**src/rtl/chunk_row_sched.sv**
```systemverilog
// Round-robin arbiter sharing one chunk row-start datapath between NREQ requesters; optional perf counters via CHUNK_ROW_SCHED_PERF_EN.
// Latency: grant -> o_dp_rdy 1 cycle; row path is a zero-latency combinational passthrough to the owner.
// Backpressure: o_dp_rdy holds with o_dp_cfg stable until i_dp_ack; rows stall on the owner's i_req_row_ack, non-owner acks ignored.
module chunk_row_sched #(
    parameter int NREQ   = 2,
    parameter int GBW    = 32,
    parameter int DIM    = 3,
    parameter int VSIZE  = 8,
    localparam int V_BW   = (VSIZE > 1) ? $clog2(VSIZE) : 1,
    localparam int CFG_BW = 3*DIM*GBW + DIM*V_BW + GBW + 1,
    localparam int PW     = (NREQ > 1) ? $clog2(NREQ) : 1
) (
    input  logic                           i_clk,
    input  logic                           i_rst,
    input  logic [NREQ-1:0]                i_req_rdy,
    output logic [NREQ-1:0]                o_req_ack,
    input  logic [NREQ-1:0][CFG_BW-1:0]    i_req_cfg,
    output logic                           o_dp_rdy,
    input  logic                           i_dp_ack,
    output logic [CFG_BW-1:0]              o_dp_cfg,
    input  logic                           i_row_rdy,
    output logic                           o_row_ack,
    input  logic [GBW-1:0]                 i_row_linear,
    input  logic                           i_row_islast,
    input  logic [V_BW-1:0]                i_row_pad,
    input  logic                           i_row_valid,
    output logic [NREQ-1:0]                o_req_row_rdy,
    input  logic [NREQ-1:0]                i_req_row_ack,
    output logic [GBW-1:0]                 o_req_row_linear,
    output logic                           o_req_row_islast,
    output logic [V_BW-1:0]                o_req_row_pad,
    output logic                           o_req_row_valid,
    output logic                           o_busy
`ifdef CHUNK_ROW_SCHED_PERF_EN
    ,
    output logic [NREQ-1:0][31:0]          o_perf_rows,
    output logic [NREQ-1:0][31:0]          o_perf_wait
`endif
);

    typedef enum logic [1:0] {
        ST_IDLE  = 2'd0,
        ST_ISSUE = 2'd1,
        ST_DRAIN = 2'd2
    } state_t;

    state_t            state, state_nxt;
    logic [PW-1:0]     ptr, ptr_nxt;
    logic [PW-1:0]     owner, owner_nxt;
    logic [PW-1:0]     owner_inc;
    logic [CFG_BW-1:0] cfg_q, cfg_nxt;

    logic              found_hi, found_lo, grant_found;
    logic [PW-1:0]     idx_hi, idx_lo, grant_idx;
    logic              row_xfer;

    // Round-robin search: lowest ready index at or above ptr wins, else lowest below ptr (wrap).
    always_comb begin
        found_hi = 1'b0;
        found_lo = 1'b0;
        idx_hi   = '0;
        idx_lo   = '0;
        for (int j = NREQ-1; j >= 0; j--) begin
            if (i_req_rdy[j]) begin
                if (j >= int'(ptr)) begin
                    found_hi = 1'b1;
                    idx_hi   = PW'(j);
                end else begin
                    found_lo = 1'b1;
                    idx_lo   = PW'(j);
                end
            end
        end
        grant_found = found_hi | found_lo;
        grant_idx   = found_hi ? idx_hi : idx_lo;
    end

    // Explicit wrap keeps ptr legal for non-power-of-2 NREQ.
    assign owner_inc = (owner == PW'(NREQ-1)) ? '0 : owner + PW'(1);

    // A row moves only when the datapath offers it and the owning requester takes it.
    assign row_xfer = (state == ST_DRAIN) && i_row_rdy && i_req_row_ack[owner];

    // Next-state and handshake outputs; grants are suppressed while reset is asserted.
    always_comb begin
        state_nxt     = state;
        ptr_nxt       = ptr;
        owner_nxt     = owner;
        cfg_nxt       = cfg_q;
        o_req_ack     = '0;
        o_dp_rdy      = 1'b0;
        o_row_ack     = 1'b0;
        o_req_row_rdy = '0;
        unique case (state)
            ST_IDLE: begin
                if (grant_found && !i_rst) begin
                    o_req_ack[grant_idx] = 1'b1;
                    cfg_nxt              = i_req_cfg[grant_idx];
                    owner_nxt            = grant_idx;
                    state_nxt            = ST_ISSUE;
                end
            end
            ST_ISSUE: begin
                o_dp_rdy = 1'b1;
                if (i_dp_ack) begin
                    state_nxt = ST_DRAIN;
                end
            end
            ST_DRAIN: begin
                o_req_row_rdy[owner] = i_row_rdy;
                o_row_ack            = i_req_row_ack[owner];
                if (row_xfer && i_row_islast) begin
                    ptr_nxt   = owner_inc;
                    state_nxt = ST_IDLE;
                end
            end
            default: begin
                state_nxt = ST_IDLE;
            end
        endcase
    end

    // State, round-robin pointer, owner and held config registers.
    always_ff @(posedge i_clk) begin
        if (i_rst) begin
            state <= ST_IDLE;
            ptr   <= '0;
            owner <= '0;
            cfg_q <= '0;
        end else begin
            state <= state_nxt;
            ptr   <= ptr_nxt;
            owner <= owner_nxt;
            cfg_q <= cfg_nxt;
        end
    end

    assign o_dp_cfg         = cfg_q;
    assign o_busy           = (state != ST_IDLE);
    assign o_req_row_linear = i_row_linear;
    assign o_req_row_islast = i_row_islast;
    assign o_req_row_pad    = i_row_pad;
    assign o_req_row_valid  = i_row_valid;

`ifdef CHUNK_ROW_SCHED_PERF_EN
    logic [NREQ-1:0][31:0] perf_rows_q;
    logic [NREQ-1:0][31:0] perf_wait_q;

    // Saturating per-requester counters: rows delivered and cycles spent waiting for a grant.
    always_ff @(posedge i_clk) begin
        if (i_rst) begin
            perf_rows_q <= '0;
            perf_wait_q <= '0;
        end else begin
            for (int i = 0; i < NREQ; i++) begin
                if (row_xfer && (owner == PW'(i)) && (perf_rows_q[i] != '1)) begin
                    perf_rows_q[i] <= perf_rows_q[i] + 32'd1;
                end
                if (i_req_rdy[i] && !o_req_ack[i] && (perf_wait_q[i] != '1)) begin
                    perf_wait_q[i] <= perf_wait_q[i] + 32'd1;
                end
            end
        end
    end

    assign o_perf_rows = perf_rows_q;
    assign o_perf_wait = perf_wait_q;
`else
    // Counters compiled out; grant and row paths are unaffected.
`endif

`ifndef SYNTHESIS
    // At most one requester is granted per cycle.
    a_ack_onehot: assert property (@(posedge i_clk) disable iff (i_rst)
        $onehot0(o_req_ack));

    // The offered config must not move while the datapath has yet to take it.
    a_cfg_stable: assert property (@(posedge i_clk) disable iff (i_rst)
        (o_dp_rdy && $past(o_dp_rdy)) |-> $stable(o_dp_cfg));

    // The datapath only produces rows after it has accepted a config.
    a_row_in_drain: assert property (@(posedge i_clk) disable iff (i_rst)
        !(i_row_rdy && (state != ST_DRAIN)));
`endif

endmodule

```
**config.mk**
```make
export PLATFORM = sky130hd
export DESIGN_NAME = chunk_row_sched
export DESIGN_NICKNAME = d
export VERILOG_FILES = /design/src/rtl/chunk_row_sched.sv
export SDC_FILE = /design/constraint.sdc
export NUM_CORES = 1
export LEC_CHECK = 0
export ABC_AREA = 1
export CORE_AREA = 2 2 417 419
export CTS_BUF_LIST = sky130_fd_sc_hd__clkbuf_8 sky130_fd_sc_hd__clkbuf_16
export CTS_CLUSTER_DIAMETER = 40
export CTS_CLUSTER_SIZE = 40
export DETAILED_ROUTE_END_ITERATION = 10
export DIE_AREA = 0 0 419 421
export GPL_TIMING_DRIVEN = 1
export HOLD_SLACK_MARGIN = 0.03
export REMOVE_ABC_BUFFERS = 1
export SLEW_MARGIN = 20
export SYNTH_ARGS = -nofsm -noshare
export SYNTH_HDL_FRONTEND = slang
export SYNTH_SLANG_ARGS = --single-unit
```
**constraint.sdc**
```tcl
create_clock -name i_clk -period 4.05 [get_ports i_clk]
set_clock_uncertainty 0.05 [all_clocks]
set_input_delay 0.81 -clock i_clk [delete_from_list [all_inputs] [get_ports i_clk]]
set_output_delay 0.81 -clock i_clk [all_outputs]
set_load 0.05 [all_outputs]
```
[Yosys cells after proc, flatten, opt, wreduce, memory -nomap -nowiden]
Cells that the tools add are included.
Word-level totals
  flip-flop bits (word level): 334
  output and inout port bits: 374
  word-level logic and storage cells: 55
Operators by class
  add/sub/neg operators: 1
  magnitude comparators: 5
  equal/unequal tests: 5
  mux-type cells: 26
  bitwise gates (word level): 2
  reductions and logical operators: 12
Operators by type and width (count)
  $mux W330: 2
  $mux W1: 15
  $mux W2: 6
  $logic_and A1 B1 Y1: 6
  $pmux W2 S3: 1
  $lt A1 B2 Y1 const B: 2
  $ne A2 B2 Y1 const B: 2
  $reduce_and A2 Y1: 2
  $reduce_and A3 Y1: 1
  $and A2 B2 Y2: 1
  $demux W1 S1: 2
  $eq A2 B1 Y1 const B: 1
  $eq A2 B2 Y1 const B: 1
  $ge A1 B1 Y1 const B: 2
  $logic_not A2 Y1: 1
  $ne A2 B1 Y1 const B: 1
  $reduce_bool A2 Y1: 1
  $add A1 B1 Y1 const B: 1
  $ge A1 B1 Y1 const A: 1
  $logic_not A1 Y1: 1
  $or A1 B1 Y1: 1

[Depth between registers and ports, before layout]
Gate-level depths: netlist of the first run.
  word-level depth: 10
  depth in mapped cells: 9

[Worst setup path after synthesis of the first run]
OpenSTA, ideal clock, no wires.
  kind: input -> output
  from: input i_req_rdy[1]
  to: output o_req_ack[1]
  data arrival time: 2225 ps
  data required time: 3190 ps
  path slack: 965 ps
  stages: 8
  path buffers: 4
  path through: buf_4 > nor2_1 > nor2_1 > nand2_2 > buf_4 > buf_6 > buf_4 > nor2_1
On the way
  word-level cells in the longest chain between the ends: 10
  elaborated cells between the ends (all ways): 15
  classes of those cells: order compare: 2; mux: 10; bitwise: 1; reduce/logical: 2
RTL lines
  start: declaration: line 15  | input logic [NREQ-1:0] i_req_rdy,
  $mux W1 (*): line 64  | if (i_req_rdy[j]) begin
  $mux W1: line 65  | if (j >= int'(ptr)) begin
  $mux W1: line 64
  $mux W1: line 75  | grant_idx = found_hi ? idx_hi : idx_lo;
  $lt A1 B2 Y1 (not written as such) or $ge A1 B1 Y1 (tied branches): line 97  | o_req_ack[grant_idx] = 1'b1;
  $logic_and A1 B1 Y1 (not written as such): line 97
  $mux W1 (not written as such): line 97
  $demux W1 S1: line 97
  $mux W2 (*): line 96  | if (grant_found && !i_rst) begin
  $mux W2 (*): line 94  | unique case (state)
  end: declaration: line 16  | output logic [NREQ-1:0] o_req_ack,
Every way passes the cells marked *; elsewhere a longest branch is shown, timed or not.

[Worst setup path in the final report of the first run]
  from: input i_row_rdy
  to: output o_req_row_rdy[0]
On the way
  word-level cells in the longest chain between the ends: 2
RTL lines
  start: declaration: line 21  | input logic i_row_rdy,
  $and A2 B2 Y2 (no source line)
  $mux W2: line 94
  end: declaration: line 27  | output logic [NREQ-1:0] o_req_row_rdy,
No other way between the ends.

==> reports/qor.yml, run 1 <==
cellPowerDensity_mw_per_mm2: 449
ys_seq_elements: 334
die_area_mm2: 0.176
antenna_found_initial: 25
end_kind: "output pin"
place_congestion: 0.992
reg2reg_slack_ns: 1.69
post-route-drc-count: 0
grt_pass1_vias: 20381
io_pins: 1079
wire_per_inst_um: 22.1
cp.required_ns: 3.19
synth_cell_types: 15
portBuffers: 1006
cts_resized: 0
crit_type: "in -> out"
max_cap_violations: 0
clockBufferDepth: 3
grt_max_degree: 158
crit_arrival_ns: 2.46
via_per_inst: 3.58
layout.nets: 4193
routed_wl_um: 130000
synth_common_cells: "nand2_1 (1330), dfxtp_1 (334), nand3_1 (333)"
cts_setup_buffers: 0
fp.dieH_um: 421
areaGrowthSynthToFinish_pct: 91.3
vias: 21088
worstSetupStartpoint: "i_row_rdy"
fin_hold_ws_ns: 0.350
startpoint_type: "input pin"
start_util: 0.0958
max_freq_ghz: 0.301
drive_gt1_frac: 0.0546
htree_num_levels: 3
rsz0062_at_grt: "no"
relSlewSlack: 0.317
r2r-end: "o_dp_cfg[173]$_SDFFE_PP0P_"
cts_buffers: 79
status: "completed"
finalHoldViolations: 0
power_mw: 14.2
synthCells: 2611
core_area_mm2: 0.172
max_slew.worst_pin.slew_ns: 1.02
synth_top_area_share: 0.405
fin_crit_ns: 3.32
hold_path_class: "in -> reg"
ir_drop_mv: 0.281
num_rows: 153
syn_area_mm2: 0.0165
timing.rr.start: "state[1]$_SDFFE_PP0P_"
cp_max_fo: 2
setup_violations: 0
cts_hold_buf: 0
drt_iter0_drc: 1471
timing.final.max_slew_violations: 0
grt_usage: 0.141
postRouteAntennaNets: 0
worstSkewPairLatency_ns: 0.64
fin_util: 0.183
cts.sinks: 334
synth_area_leader_cell: "dfxtp_1"
layout_setup_ws_ns: 0.727
ys_warn_count: 0
fp.dieW_um: 419
cts_root_buf: "clkbuf_16"
grt_pass1_wl_um: 171000
finalCritPeriodShare: 0.821
r2r_cells: 8
cts_tree: "done"
p_leak_nw: 12.3
ys_seq_area_frac: 0.405
cts.clk_slew.worst_paths_ns: 0.04
overflow: 0
ys.flop_type: "dfxtp_1"
yosysMostFrequentCell: "nand2_1"
synth_edf_count: 0
avgSynthCellArea_um2: 6.33
ys_async_sr_fraction: 0
dp_slack_ns: 0.630
ys_top_cells_by_area: "dfxtp_1 (40%), nand2_1 (30%), nand3_1 (10%)"
cp-endpoint: "o_req_row_rdy[0]"
place_hpwl_um: 106000
first_pass_iters: 6
power breakdown:
group	total [mW]	internal [mW]	switching [mW]
sequential	3.68	3.54	0.142
clock	6.89	4.49	2.40
combinational	3.63	1.33	2.30
total	14.2	9.36	4.84
state kept, by name, indices dropped and copies added, names as in the netlist:
name	count
o_dp_cfg	330
owner	1
ptr	1
state	2
per-stage QoR:
step / std cells / TNS, ns / instance area [µm²]
after global routing: 5880 / 0 / 31600
final: 5883 / 0 / 31600
after CTS: 5877 / 0 / 31600
after floorplan: 2355 / -2328.12 / 15100
after detailed placement: 5732 / 0 / 28700
after global placement: 5732 / 0 / 28700
worst max-delay path, stage by stage:
cell and delay [ns]:
clkdlybuf4s50_1 0.47, inv_1 0.05, nor3_1 0.26, clkdlybuf4s50_1 0.86
how the worst min path moves through the flow:
stage | start | end | slack, ns | cells past startpoint
floorplan | ptr$_SDFFE_PP0P_ | ptr$_SDFFE_PP0P_ | 0.46 | 4
global placement | o_dp_cfg[299]$_SDFFE_PP0P_ | o_dp_cfg[299]$_SDFFE_PP0P_ | 0.40 | 2
detailed placement | o_dp_cfg[17]$_SDFFE_PP0P_ | o_dp_cfg[17]$_SDFFE_PP0P_ | 0.40 | 2
CTS | i_rst | o_dp_cfg[256]$_SDFFE_PP0P_ | 0.29 | 2
global route | i_rst | o_dp_cfg[256]$_SDFFE_PP0P_ | 0.33 | 2
finish | i_rst | o_dp_cfg[256]$_SDFFE_PP0P_ | 0.35 | 2
area by class of cell:
cell class	count	area [µm²]
Inverter	12	52.6
Tap cell	2325	2910
Multi-Input combinational cell	2009	8420
Clock inverter	54	723
Sequential cell	334	6690
Timing Repair Buffer	1052	10700
Fill cell	19433	141000
Antenna cell	6	15.0
Clock buffer	91	2140
kinds of logic (layout without fill, tap and decap cells):
logic type / count (synthesis) / in the layout / share of synthesized area
flip-flops: 334 / 334 / 0.405
buffers and inverters: 268 / 1209 / 0.0877
AND/OR/NAND/NOR: 1676 / 1676 / 0.407
other: 0 / 6 / 0
AO/OA/AOI/OAI: 333 / 333 / 0.101
cell usage in the layout, fill, tap and decap left out, types with 3 or more instances in the layout:
master           count
buf_4               29
a21oi_1            331
clkinvlp_4           6
buf_12              19
nor2_1               9
bufinv_16           10
clkinv_4             9
clkdlybuf4s50_1   1002
clkbuf_8            12
nand2_1           1329
nand3_1            333
dfxtp_1            334
inv_6                9
inv_8                5
diode_2              6
clkinv_16            3
clkinv_2             6
inv_1               16
clkbuf_16           79
per-layer routing:
| layer | routed length (µm) | global-route usage |
|---|---|---|
| met1 | 50200 | 0.158 |
| met2 | 60700 | 0.232 |
| met3 | 14800 | 0.0697 |
| met4 | 4190 | 0.0451 |
| met5 | 236 | 0.00847 |
Note: power is estimated with default switching activity, not from simulation.
==> inputs of run 2 (changes only) <==
CORE_AREA = 2 2 420 422   (was 2 2 417 419)
DIE_AREA = 0 0 422 424   (was 0 0 419 421)
clock period = 3.2 ns   (was 4.05 ns; I/O delays follow)
==> reports/qor.yml, run 2 (same netlist as run 1, synthesis figures left out) <==
cts_root_buf: "clkbuf_16"  # unchanged
cts_hold_buf: 0  # unchanged
grt_pass1_vias: 20532  # was 20381
setup_violations: 0  # unchanged
startpoint_type: "input pin"  # unchanged
status: "completed"  # unchanged
grt_max_degree: 148  # was 158
r2r-end: "o_dp_cfg[11]$_SDFFE_PP0P_"  # was o_dp_cfg[173]$_SDFFE_PP0P_
cts_buffers: 73  # was 79
hold_depth: 2  # unchanged
cp.required_ns: 2.51  # was 3.19 ns
cts.clk_slew.worst_paths_ns: 0.05  # was 0.04 ns
largest_reg_flops: 330  # unchanged
final_common_cell: "nand2_1"  # unchanged
worstSkewPairLatency_ns: 0.64  # about the same
layout_setup_ws_ns: 0.298  # was 0.727 ns
io_pins: 1079  # unchanged
reg2reg_slack_ns: 1.15  # was 1.69 ns
drive_gt1_frac: 0.0775  # was 0.0546
rsz0062_at_grt: "no"  # unchanged
max_slew.worst_pin.slew_ns: 0.967  # was 1.02 ns
path_cells: "clkdlybuf4s50_1, nor2_1, nor2_1, nand2_8, a21oi_1, buf_12"  # was clkdlybuf4s50_1, inv_1, nor3_1, clkdlybuf4s50_1
finalHoldViolations: 0  # unchanged
htree_num_levels: 3  # unchanged
design_area_mm2: 0.0316  # about the same
most-common-layout-cells: "nand2_1 (1329), clkdlybuf4s50_1 (943), dfxtp_1 (334)"  # was nand2_1 (1329), clkdlybuf4s50_1 (1002), dfxtp_1 (334)
overflow: 0  # unchanged
portBuffers: 1006  # unchanged
routed_wl_um: 132000  # was 130000 µm
drt_iter0_drc: 1684  # was 1471
timing.final.max_slew_violations: 0  # unchanged
relSlewSlack: 0.355  # was 0.317
holdPathEnd: "o_dp_cfg[2]$_SDFFE_PP0P_"  # was o_dp_cfg[256]$_SDFFE_PP0P_
grt_usage: 0.141  # about the same
hp-start: "o_dp_cfg[2]$_SDFFE_PP0P_"  # was i_rst
first_pass_iters: 6  # unchanged
fin_crit_ns: 2.90
grt_pass1_wl_um: 175000  # was 171000 µm
p_leak_nw: 12.4  # was 12.3 nW
start_util: 0.0944  # was 0.0958
cts.sinks: 334  # unchanged
ir_drop_mv: 0.321  # was 0.281 mV
via_per_inst: 3.63  # was 3.58
hold_path_class: "reg -> reg"  # was in -> reg
layout.nets: 4216  # was 4193
wire_per_inst_um: 22.4  # was 22.1 µm
place_congestion: 0.977  # was 0.992
max_cap_violations: 0  # unchanged
cpMaxStageDelayCell: "clkdlybuf4s50_1"  # unchanged
timing.critical_path.buf_inv: 2  # was 3
cp_max_fo: 9  # was 2
clockBufferDepth: 3  # unchanged
dp_slack_ns: 0.260  # was 0.630 ns
crit_top_cell: "nor2_1"  # was clkdlybuf4s50_1
crit_family: "buffers and inverters"  # unchanged
cts_tree: "done"  # unchanged
finalCritPeriodShare: 0.907
fp.dieH_um: 424  # was 421 µm
end_kind: "output pin"  # unchanged
dpl-instance-area_mm2: 0.0289  # was 0.0287 mm²
core_area_mm2: 0.175  # was 0.172 mm²
antenna_found_initial: 23  # was 25
r2r_cells: 9  # was 8
cellPowerDensity_mw_per_mm2: 553  # was 449 mW/mm²
crit_arrival_ns: 2.21  # was 2.46 ns
cts_setup_buffers: 0  # unchanged
die_area_mm2: 0.179  # was 0.176 mm²
timing.rr.start: "ptr$_SDFFE_PP0P_"  # was state[1]$_SDFFE_PP0P_
areaGrowthSynthToFinish_pct: 91.4  # was 91.3%
num_rows: 154  # was 153
post-route-drc-count: 0  # unchanged
crit_type: "in -> out"  # unchanged
postRouteAntennaNets: 0  # unchanged
fp.dieW_um: 422  # was 419 µm
place_hpwl_um: 110000  # was 106000 µm
max_freq_ghz: 0.345
cts_resized: 0  # unchanged
vias: 21480  # was 21088
slowest_delay_ns: 0.59  # was 0.86 ns
power_mw: 17.5  # was 14.2 mW
tns_ns: 0  # unchanged
[run 2: changes by cell type in the layout (fill, tap and decap cells not counted), moves of 2 or more]
cell | previous run | this run
inv_1 | 16 | 12
bufinv_16 | 10 | 7
inv_16 | 1 | 3
clkdlybuf4s50_1 | 1002 | 943
inv_6 | 9 | 14
buf_4 | 29 | 106
buf_12 | 19 | 30
inv_8 | 5 | 11
clkbuf_16 | 79 | 73
clkbuf_8 | 12 | 5
[run 2: cell type report]
type                       instances  area, µm²
multi-input combinational       2009       8420
sequential                       334       6690
fill                           19960     143000
antenna                            7       17.5
tap                             2340       2930
timing repair buffer            1081      10900
clock buffer                      78       1900
clock inverter                    58        748
inverter                          12       52.6
[run 2: routing by layer]
layer	global-route usage	routed length (µm)
met1	0.158	50300
met2	0.239	64100
met3	0.0667	15300
met4	0.0343	2600
met5	0.000538	13
[run 2: where the power goes]
part / leakage (nW) / switching [mW] / total (mW) / internal (mW)
Clock: 1.28 / 3.12 / 8.18 / 5.06
Combinational: 8.42 / 2.92 / 4.65 / 1.73
Sequential: 2.73 / 0.188 / 4.66 / 4.47
Total: 12.4 / 6.23 / 17.5 / 11.3
[run 2: worst max path at each step]
stage            startpoint                         to  slack, ns  cells past startpoint
6_report       i_req_rdy[0]               o_req_ack[0]       0.30                      6
5_1_grt        i_req_rdy[0]               o_req_ack[0]       0.21                      6
4_1_cts        i_req_rdy[0]               o_req_ack[0]       0.29                      6
3_5_place_dp   i_req_rdy[0]  o_dp_cfg[66]$_SDFFE_PP0P_       0.26                      9
3_3_place_gp   i_req_rdy[0]  o_dp_cfg[66]$_SDFFE_PP0P_       0.26                      9
2_1_floorplan  i_req_rdy[0]               o_req_ack[1]      -9.65                      3
[run 2: worst min-delay path, cell delays in order (launching register included)]
cell	delay, ns
dfxtp_1	0.30
nand2_1	0.06
a21oi_1	0.05
[run 2: per-stage QoR]
| step | util | instances | hold slack (ns) |
|---|---|---|---|
| after floorplan | - | 2355 | 0.462 |
| after global placement | 0.165 | 5776 | 0.401 |
| after detailed placement | 0.165 | 5776 | 0.404 |
| after CTS | 0.181 | 5912 | 0.331 |
| after global routing | 0.181 | 5917 | 0.372 |
| final | 0.181 | 5919 | 0.410 |
==> inputs of run 3 (changes only) <==
CORE_AREA = 2 2 415 417   (was 2 2 420 422)
CTS_BUF_LIST = sky130_fd_sc_hd__clkbuf_8   (was sky130_fd_sc_hd__clkbuf_8 sky130_fd_sc_hd__clkbuf_16)
DIE_AREA = 0 0 417 419   (was 0 0 422 424)
==> reports/qor.yml, run 3 (same netlist as run 1, synthesis figures left out) <==
status: "completed"  # unchanged
place_hpwl_um: 109000  # was 110000 µm
cts_root_buf: "clkbuf_8"  # was clkbuf_16
slowest_delay_ns: 1.03  # was 0.59 ns
max_slew.worst_pin.slew_ns: 1.20  # was 0.967 ns
fin_crit_ns: 2.89  # was 2.90 ns
most-common-layout-cells: "nand2_1 (1329), clkdlybuf4s50_1 (940), dfxtp_1 (334)"  # was nand2_1 (1329), clkdlybuf4s50_1 (943), dfxtp_1 (334)
max_freq_ghz: 0.346  # was 0.345 GHz
fill_cells: 19377  # was 19960
fp.dieW_um: 417  # was 422 µm
grt_usage: 0.144  # was 0.141
cts_hold_buf: 0  # unchanged
cts_setup_buffers: 0  # unchanged
p_leak_nw: 12.0  # was 12.4 nW
startpoint_type: "register"  # was input pin
cpMaxStageDelayCell: "clkdlybuf4s50_1"  # unchanged
overflow: 0  # unchanged
timing.critical_path.buf_inv: 1  # was 2
cts.clk_slew.worst_paths_ns: 0.06  # was 0.05 ns
core_area_mm2: 0.171  # was 0.175 mm²
cp.required_ns: 2.51  # about the same
cts_resized: 0  # unchanged
clockBufferDepth: 3  # unchanged
drt_iter0_drc: 1457  # was 1684
htree_num_levels: 3  # unchanged
cts_tree: "done"  # unchanged
crit_family: "buffers and inverters"  # unchanged
largest_reg_flops: 330  # unchanged
tns_ns: 0  # unchanged
io_pins: 1079  # unchanged
grt_max_degree: 167  # was 148
crit_type: "reg -> out"  # was in -> out
cts.sinks: 334  # unchanged
final_common_cell: "nand2_1"  # unchanged
post-route-drc-count: 0  # unchanged
max_cap_violations: 0  # unchanged
die_area_mm2: 0.175  # was 0.179 mm²
fp.dieH_um: 419  # was 424 µm
via_per_inst: 3.72  # was 3.63
layout_setup_ws_ns: 0.311  # was 0.298 ns
grt_pass1_vias: 20769  # was 20532
crit_arrival_ns: 2.20  # was 2.21 ns
relSlewSlack: 0.200  # was 0.355
path_cells: "clkdlybuf4s50_1"  # was clkdlybuf4s50_1, nor2_1, nor2_1, nand2_8, a21oi_1, buf_12
timing.final.max_slew_violations: 0  # unchanged
drive_gt1_frac: 0.0770  # was 0.0775
finalHoldViolations: 0  # unchanged
hold_depth: 3  # was 2
antenna_found_initial: 22  # was 23
grt_pass1_wl_um: 175000  # about the same
areaGrowthSynthToFinish_pct: 85.0  # was 91.4%
num_rows: 152  # was 154
place_congestion: 0.963  # was 0.977
rsz0062_at_grt: "no"  # unchanged
cts_buffers: 81  # was 73
cp_max_fo: 2  # was 9
worstSkewPairLatency_ns: 0.72  # was 0.64 ns
routed_wl_um: 133000  # was 132000 µm
postRouteAntennaNets: 0  # unchanged
ir_drop_mv: 0.315  # was 0.321 mV
portBuffers: 1006  # unchanged
dp_slack_ns: 0.363  # was 0.260 ns
finalCritPeriodShare: 0.903  # was 0.907
r2r_cells: 8  # was 9
wire_per_inst_um: 22.8  # was 22.4 µm
cellPowerDensity_mw_per_mm2: 506  # was 553 mW/mm²
start_util: 0.0968  # was 0.0944
power_mw: 15.5  # was 17.5 mW
first_pass_iters: 5  # was 6
setup_violations: 0  # unchanged
layout.nets: 4212  # was 4216
vias: 21645  # was 21480
worstSetupPathDepth: 1  # was 6
hold_path_class: "in -> reg"  # was reg -> reg
end_kind: "output pin"  # unchanged
[run 3: path summary, 6_finish.rpt]
kind	from	slack (ns)	to
max reg2reg	ptr$_SDFFE_PP0P_	1.20	o_dp_cfg[46]$_SDFFE_PP0P_
min reg2reg	o_dp_cfg[73]$_SDFFE_PP0P_	0.41	o_dp_cfg[73]$_SDFFE_PP0P_
max	o_dp_cfg[1]$_SDFFE_PP0P_	0.31	o_dp_cfg[1]
min	i_req_rdy[1]	0.34	owner$_SDFFE_PP0P_
[run 3: power by group]
group          internal (mW)  leakage, nW  total (mW)  switching [mW]
clock network           3.49        0.967        6.15            2.66
registers               4.47         2.73        4.67           0.202
logic                   1.70         8.34        4.63            2.92
[run 3: per-stage QoR]
stage	area, µm²	std cells	utilization	hold slack [ns]
floorplan	15100	2355	-	0.462
global placement	28600	5657	0.168	0.402
detailed placement	28600	5657	0.168	0.404
CTS	30500	5806	0.179	0.238
global route	30500	5810	0.179	0.286
finish	30600	5812	0.179	0.338
[run 3: final cells by class]
type | count | area, µm² | area share
inverters | 12 | 52.6 | 0.00172
clock buffers | 88 | 1210 | 0.0396
well taps | 2233 | 2790 | 0.0914
repair buffers | 1069 | 10700 | 0.349
clock inverters | 61 | 708 | 0.0232
diodes | 6 | 15.0 | 0.000491
multi-input cells | 2009 | 8420 | 0.275
flip-flops and latches | 334 | 6690 | 0.219
[run 3: metal layers]
layer	vias up	part of all wire	track usage	routed length, µm
met3	138	0.11	0.0661	15100
met1	10440	0.39	0.166	51400
met4	6	0.019	0.0349	2570
li1	10150	-	-	-
met5	-	0.00023	0.00167	31
met2	911	0.48	0.242	63600
==> variant 1: new RTL, flow settings as in run 3 <==
The parameter `GBW` goes from 32 to 16.
--- a/src/rtl/chunk_row_sched.sv
+++ b/src/rtl/chunk_row_sched.sv
@@ -3,7 +3,7 @@
 // Backpressure: o_dp_rdy holds with o_dp_cfg stable until i_dp_ack; rows stall on the owner's i_req_row_ack, non-owner acks ignored.
 module chunk_row_sched #(
     parameter int NREQ   = 2,
-    parameter int GBW    = 32,
+    parameter int GBW    = 16,
     parameter int DIM    = 3,
     parameter int VSIZE  = 8,
     localparam int V_BW   = (VSIZE > 1) ? $clog2(VSIZE) : 1,
Ports: changed (resized i_req_cfg, i_row_linear, o_dp_cfg and o_req_row_linear); port bits go from 1079 to 567. No check against the original RTL was run, so the function may have changed too.
==> variant 1 against run 3 <==
Setup slack better by 0.031 ns. First-iteration DRC count down 41%. Area after synthesis down 48%. Routed wire length down 61%. Sequential share of layout area down 1.1 points. Critical path depth up 6. Total power down 59%. Sequential cell count down 160. Global-route usage down 8.8 points. Cell area down 45%. Count of clock-buffer cells in the layout down 71.
==> variant 1: results (changes against run 3) <==
CP max FO 13 (+11); cts repair resizes 1 (+1); outcome finished clean; DR WL/cell 12.76 um (-44%); Worst setup startpoint i_req_rdy[0]; Worst-Skew Late Latency 0.59 ns (-0.13 ns); max incr delay on CP 0.43 ns (-0.60 ns); PortBufs 526 (-48%); Worst Hold Path Cells 2 (-1); Worst Hold Path EP o_dp_cfg[20]; CTS H-Tree Depth 4 (+1); Hold Startpoint o_dp_cfg[20]; area occupied by multi-input gates 4427 um^2 (-47%); Non-clk bufs 548 (-49%); sequential area share after synthesis 0.4042 (-0.0005779); VDD IR-drop max 0.0003066 V (-2.8%); RR Endpoint o_dp_cfg[66]; DR iter-0 viols 855 (-41%); Synth cell types 17 (+2); hpwl dp 41300 um (-62%); GRT Overall Usage 0.05671 (-0.08768); buffer share of cell area 0.3346 (-0.01459); adder-cell share of the synthesized area 0 (unchanged); CTS Buf Count 17 (-79%); RD Place Congestion 0.9088 (-5.6%); FFs & Latches 174 (-48%); slew margin rel. 0.3800 (+0.1802); beginning of the worst register-to-register path state[0]; YS warnings 0 (unchanged); number of inserted diodes 2 (-4); share of layout cells above drive strength 1 0.03857 (-0.03840); CP arrival 2.17 ns (-0.03 ns); Place WS -0.06022 ns (-0.4234 ns); router iterations before antenna repair 6 (+1); vias in the first global route 9885 (-52%); nets 2171 (-48%); Hold WC Path Type flop to flop; largest net degree at the start of global routing 139 (-17%); end point of the critical path o_req_ack[1]; Synth Flop Type dfxtp_1; worst reg-to-reg setup slack 1.22 ns (+0.02 ns); Storage cell area 3483 um^2 (-48%); leakage 5.911 nW (-51%); Fillers 19736 (+1.9%); multi-input gates 1049 (-48%); Clock buf/inv share 0.02294 (-0.03988); compound-cell area share of the yosys netlist 0.1005 (-0.0004223); Clock Path Buffers 2 (-1); clock-pin slew on the worst setup and hold paths 0.09 ns (+0.03 ns); Vias per Instance 2.634 (-29%); initial antenna violation count 4 (-82%); max reg flops 170 (-48%); global-route wire length before repair 70650 um (-60%); commonest cells in the netlist nand2_1 (689), dfxtp_1 (174), nand3_1 (173); Final Hold Slack 0.4191 ns (+0.08144 ns)
[variant 1: changes by cell type after synthesis, moves of 22 or more]
cell,change
buf_4,-22
buf_2,-56
nand3_1,-160
a21oi_1,-160
clkbuf_1,-33
dfxtp_1,-160
nand2_1,-641
[variant 1: through the flow]
| stage | cells | instance area (um^2) | TNS [ns] |
|---|---|---|---|
| 2_1_floorplan | 1235 | 7921 | -189.46 |
| 3_5_place_dp | 4016 | 16350 | -0.06022 |
| 3_3_place_gp | 4016 | 16350 | -0.1106 |
| 5_1_grt | 4050 | 16750 | 0 |
| 4_1_cts | 4048 | 16740 | 0 |
| 6_report | 4050 | 16750 | 0 |
[variant 1: layer usage]
layer	track usage	wire, um
met1	0.06336	19460
met5	0	13
met2	0.09947	27230
met4	0.02162	1232
met3	0.01846	3741
[variant 1: where the power goes]
part | internal [mW] | leakage, nW | switching [mW]
Sequential | 2.32 | 1.42 | 0.0876
Combinational | 0.888 | 4.30 | 1.41
Clock | 0.577 | 0.196 | 1.06
==> variant 2: new RTL, settings of run 3 <==
Made on the original files. Register the input `i_req_cfg` before use. The logic sees it one clock later. The other inputs are not delayed to match.
--- a/src/rtl/chunk_row_sched.sv
+++ b/src/rtl/chunk_row_sched.sv
@@ -43,6 +43,12 @@
         ST_ISSUE = 2'd1,
         ST_DRAIN = 2'd2
     } state_t;
+
+    logic [NREQ-1:0][CFG_BW-1:0] i_req_cfg_q;
+
+    always_ff @(posedge i_clk) begin
+        i_req_cfg_q <= i_req_cfg;
+    end
 
     state_t            state, state_nxt;
     logic [PW-1:0]     ptr, ptr_nxt;
@@ -95,7 +101,7 @@
             ST_IDLE: begin
                 if (grant_found && !i_rst) begin
                     o_req_ack[grant_idx] = 1'b1;
-                    cfg_nxt              = i_req_cfg[grant_idx];
+                    cfg_nxt              = i_req_cfg_q[grant_idx];
                     owner_nxt            = grant_idx;
                     state_nxt            = ST_ISSUE;
                 end
Behaviour: not the same (Yosys sat finds a counterexample within 4 cycles, from zero or initial values and one cycle with i_rst high).
==> variant 2 against run 3 <==
Sequential power rose to 2.9 times the old value. Sequential cell count rose by 660. Cell area rose by 67%. First-iteration DRC count rose by 30%. Sequential share of layout area rose by 17 points. Setup slack got worse by 0.12 ns. Total power rose by 98%. Clock power rose by 100%. Routed wire length fell by 2.1%. Count of clock-buffer cells in the layout rose by 70. Area after synthesis rose by 80%. Critical path type unchanged.
==> variant 2: results (changes against run 3) <==
nets 5479 (+30%); largest net degree at the start of global routing 124 (-26%); router iterations before antenna repair 6 (+1); cts repair resizes 4 (+4); Synth cell types 16 (+1); share of layout cells above drive strength 1 0.07345 (-0.003512); CP max FO 3 (+1); Place WS 0.3635 ns (+0.0003180 ns); max incr delay on CP 0.85 ns (-0.18 ns); CTS Buf Count 149 (+84%); CP arrival 2.32 ns (+0.12 ns); CTS H-Tree Depth 4 (+1); ys async rst share 0 (unchanged); placed cell area 42130 um^2 (+47%); Least-Margin Pin Slew 0.8723 ns (-0.3279 ns); global-route wire length before repair 182000 um (+4.2%); commonest cells in the netlist nand2_1 (1332), dfxtp_1 (994), a21oi_1 (332); Worst-Skew Late Latency 0.90 ns (+0.18 ns); Synth Flop Type dfxtp_1; DR iter-0 viols 1896 (+30%); RD Place Congestion 0.8657 (-10%); R2R cell count 9 (+1); top post-synthesis cells by area dfxtp_1 (67%), nand2_1 (17%), a21oi_1 (5.6%), nand3_1 (5.6%), buf_4 (1.7%); hpwl dp 90850 um (-17%); initial antenna violation count 15 (-32%); Storage cell area 19900 um^2 (+200%); clock-pin slew on the worst setup and hold paths 0.08 ns (+0.02 ns); DR WL/cell 18.17 um (-20%); leakage 20.63 nW (+71%); CTS root buf clkbuf_8; Worst Hold Path Cells 1 (-2); GRT Overall Usage 0.1409 (-0.003456); sequential area share after synthesis 0.6705 (+0.2656); CTS Hold Bufs 522 (+522); Fillers 17324 (-11%); Clock Path Buffers 3 (unchanged); outcome finished clean; VDD IR-drop max 0.0003891 V (+23%); PortBufs 1006 (unchanged); Final ANT Viol Nets 0 (unchanged); via count 28023 (+29%); max reg flops 660 (+100%); YS warnings 0 (unchanged)
variant 2: final timing paths:
path | startpoint | end | slack, ns
worst max-delay path | state[0] | o_dp_rdy | 0.19
worst min-delay path | i_req_cfg[342] | i_req_cfg_q[342] | 0.16
worst max register to register | ptr | o_dp_cfg[53] | 1.19
worst min register to register | o_dp_cfg[89] | o_dp_cfg[89] | 0.41
variant 2: logic make-up (layout without fill, tap and decap cells):
family | count (synthesis) | in the layout | share of synthesized area
AND/OR/NAND/NOR | 1678 | 1678 | 0.2263
AO/OA/AOI/OAI | 334 | 334 | 0.05641
other | 0 | 14 | 0
flip-flops | 994 | 994 | 0.6705
buffers and inverters | 268 | 1895 | 0.04679
variant 2: layout make-up:
class	instances	share of cell area
clock buffers	158	0.04265
flip-flops and latches	994	0.3903
well taps	2233	0.05480
multi-input cells	2012	0.1651
inverters	12	0.001031
repair buffers	1605	0.3175
diodes	14	0.0006871
clock inverters	120	0.02793
variant 2: stage by stage:
stage          hold slack [ns]  std cells
2_1_floorplan           0.4516       3018
3_3_place_gp            0.4002       6334
3_5_place_dp            0.4041       6334
4_1_cts                0.03002       7134
5_1_grt                0.05966       7145
6_report                0.1575       7148
variant 2: where the power goes:
part	leakage, nW	total, mW	switching [mW]	internal (mW)
Clock	1.81	12.3	6.01	6.32
Sequential	8.30	13.4	0.323	13.1
Combinational	10.5	4.88	2.75	2.13
Total	20.6	30.6	9.08	21.6
variant 2: routing by layer:
metal | vias up | GRT usage | wire length (um)
li1 | 13430 | - | -
met1 | 13156 | 0.1612 | 51090
met2 | 1136 | 0.2305 | 61350
met3 | 295 | 0.05369 | 11550
met4 | 6 | 0.06595 | 5706
met5 | - | 0.007780 | 196
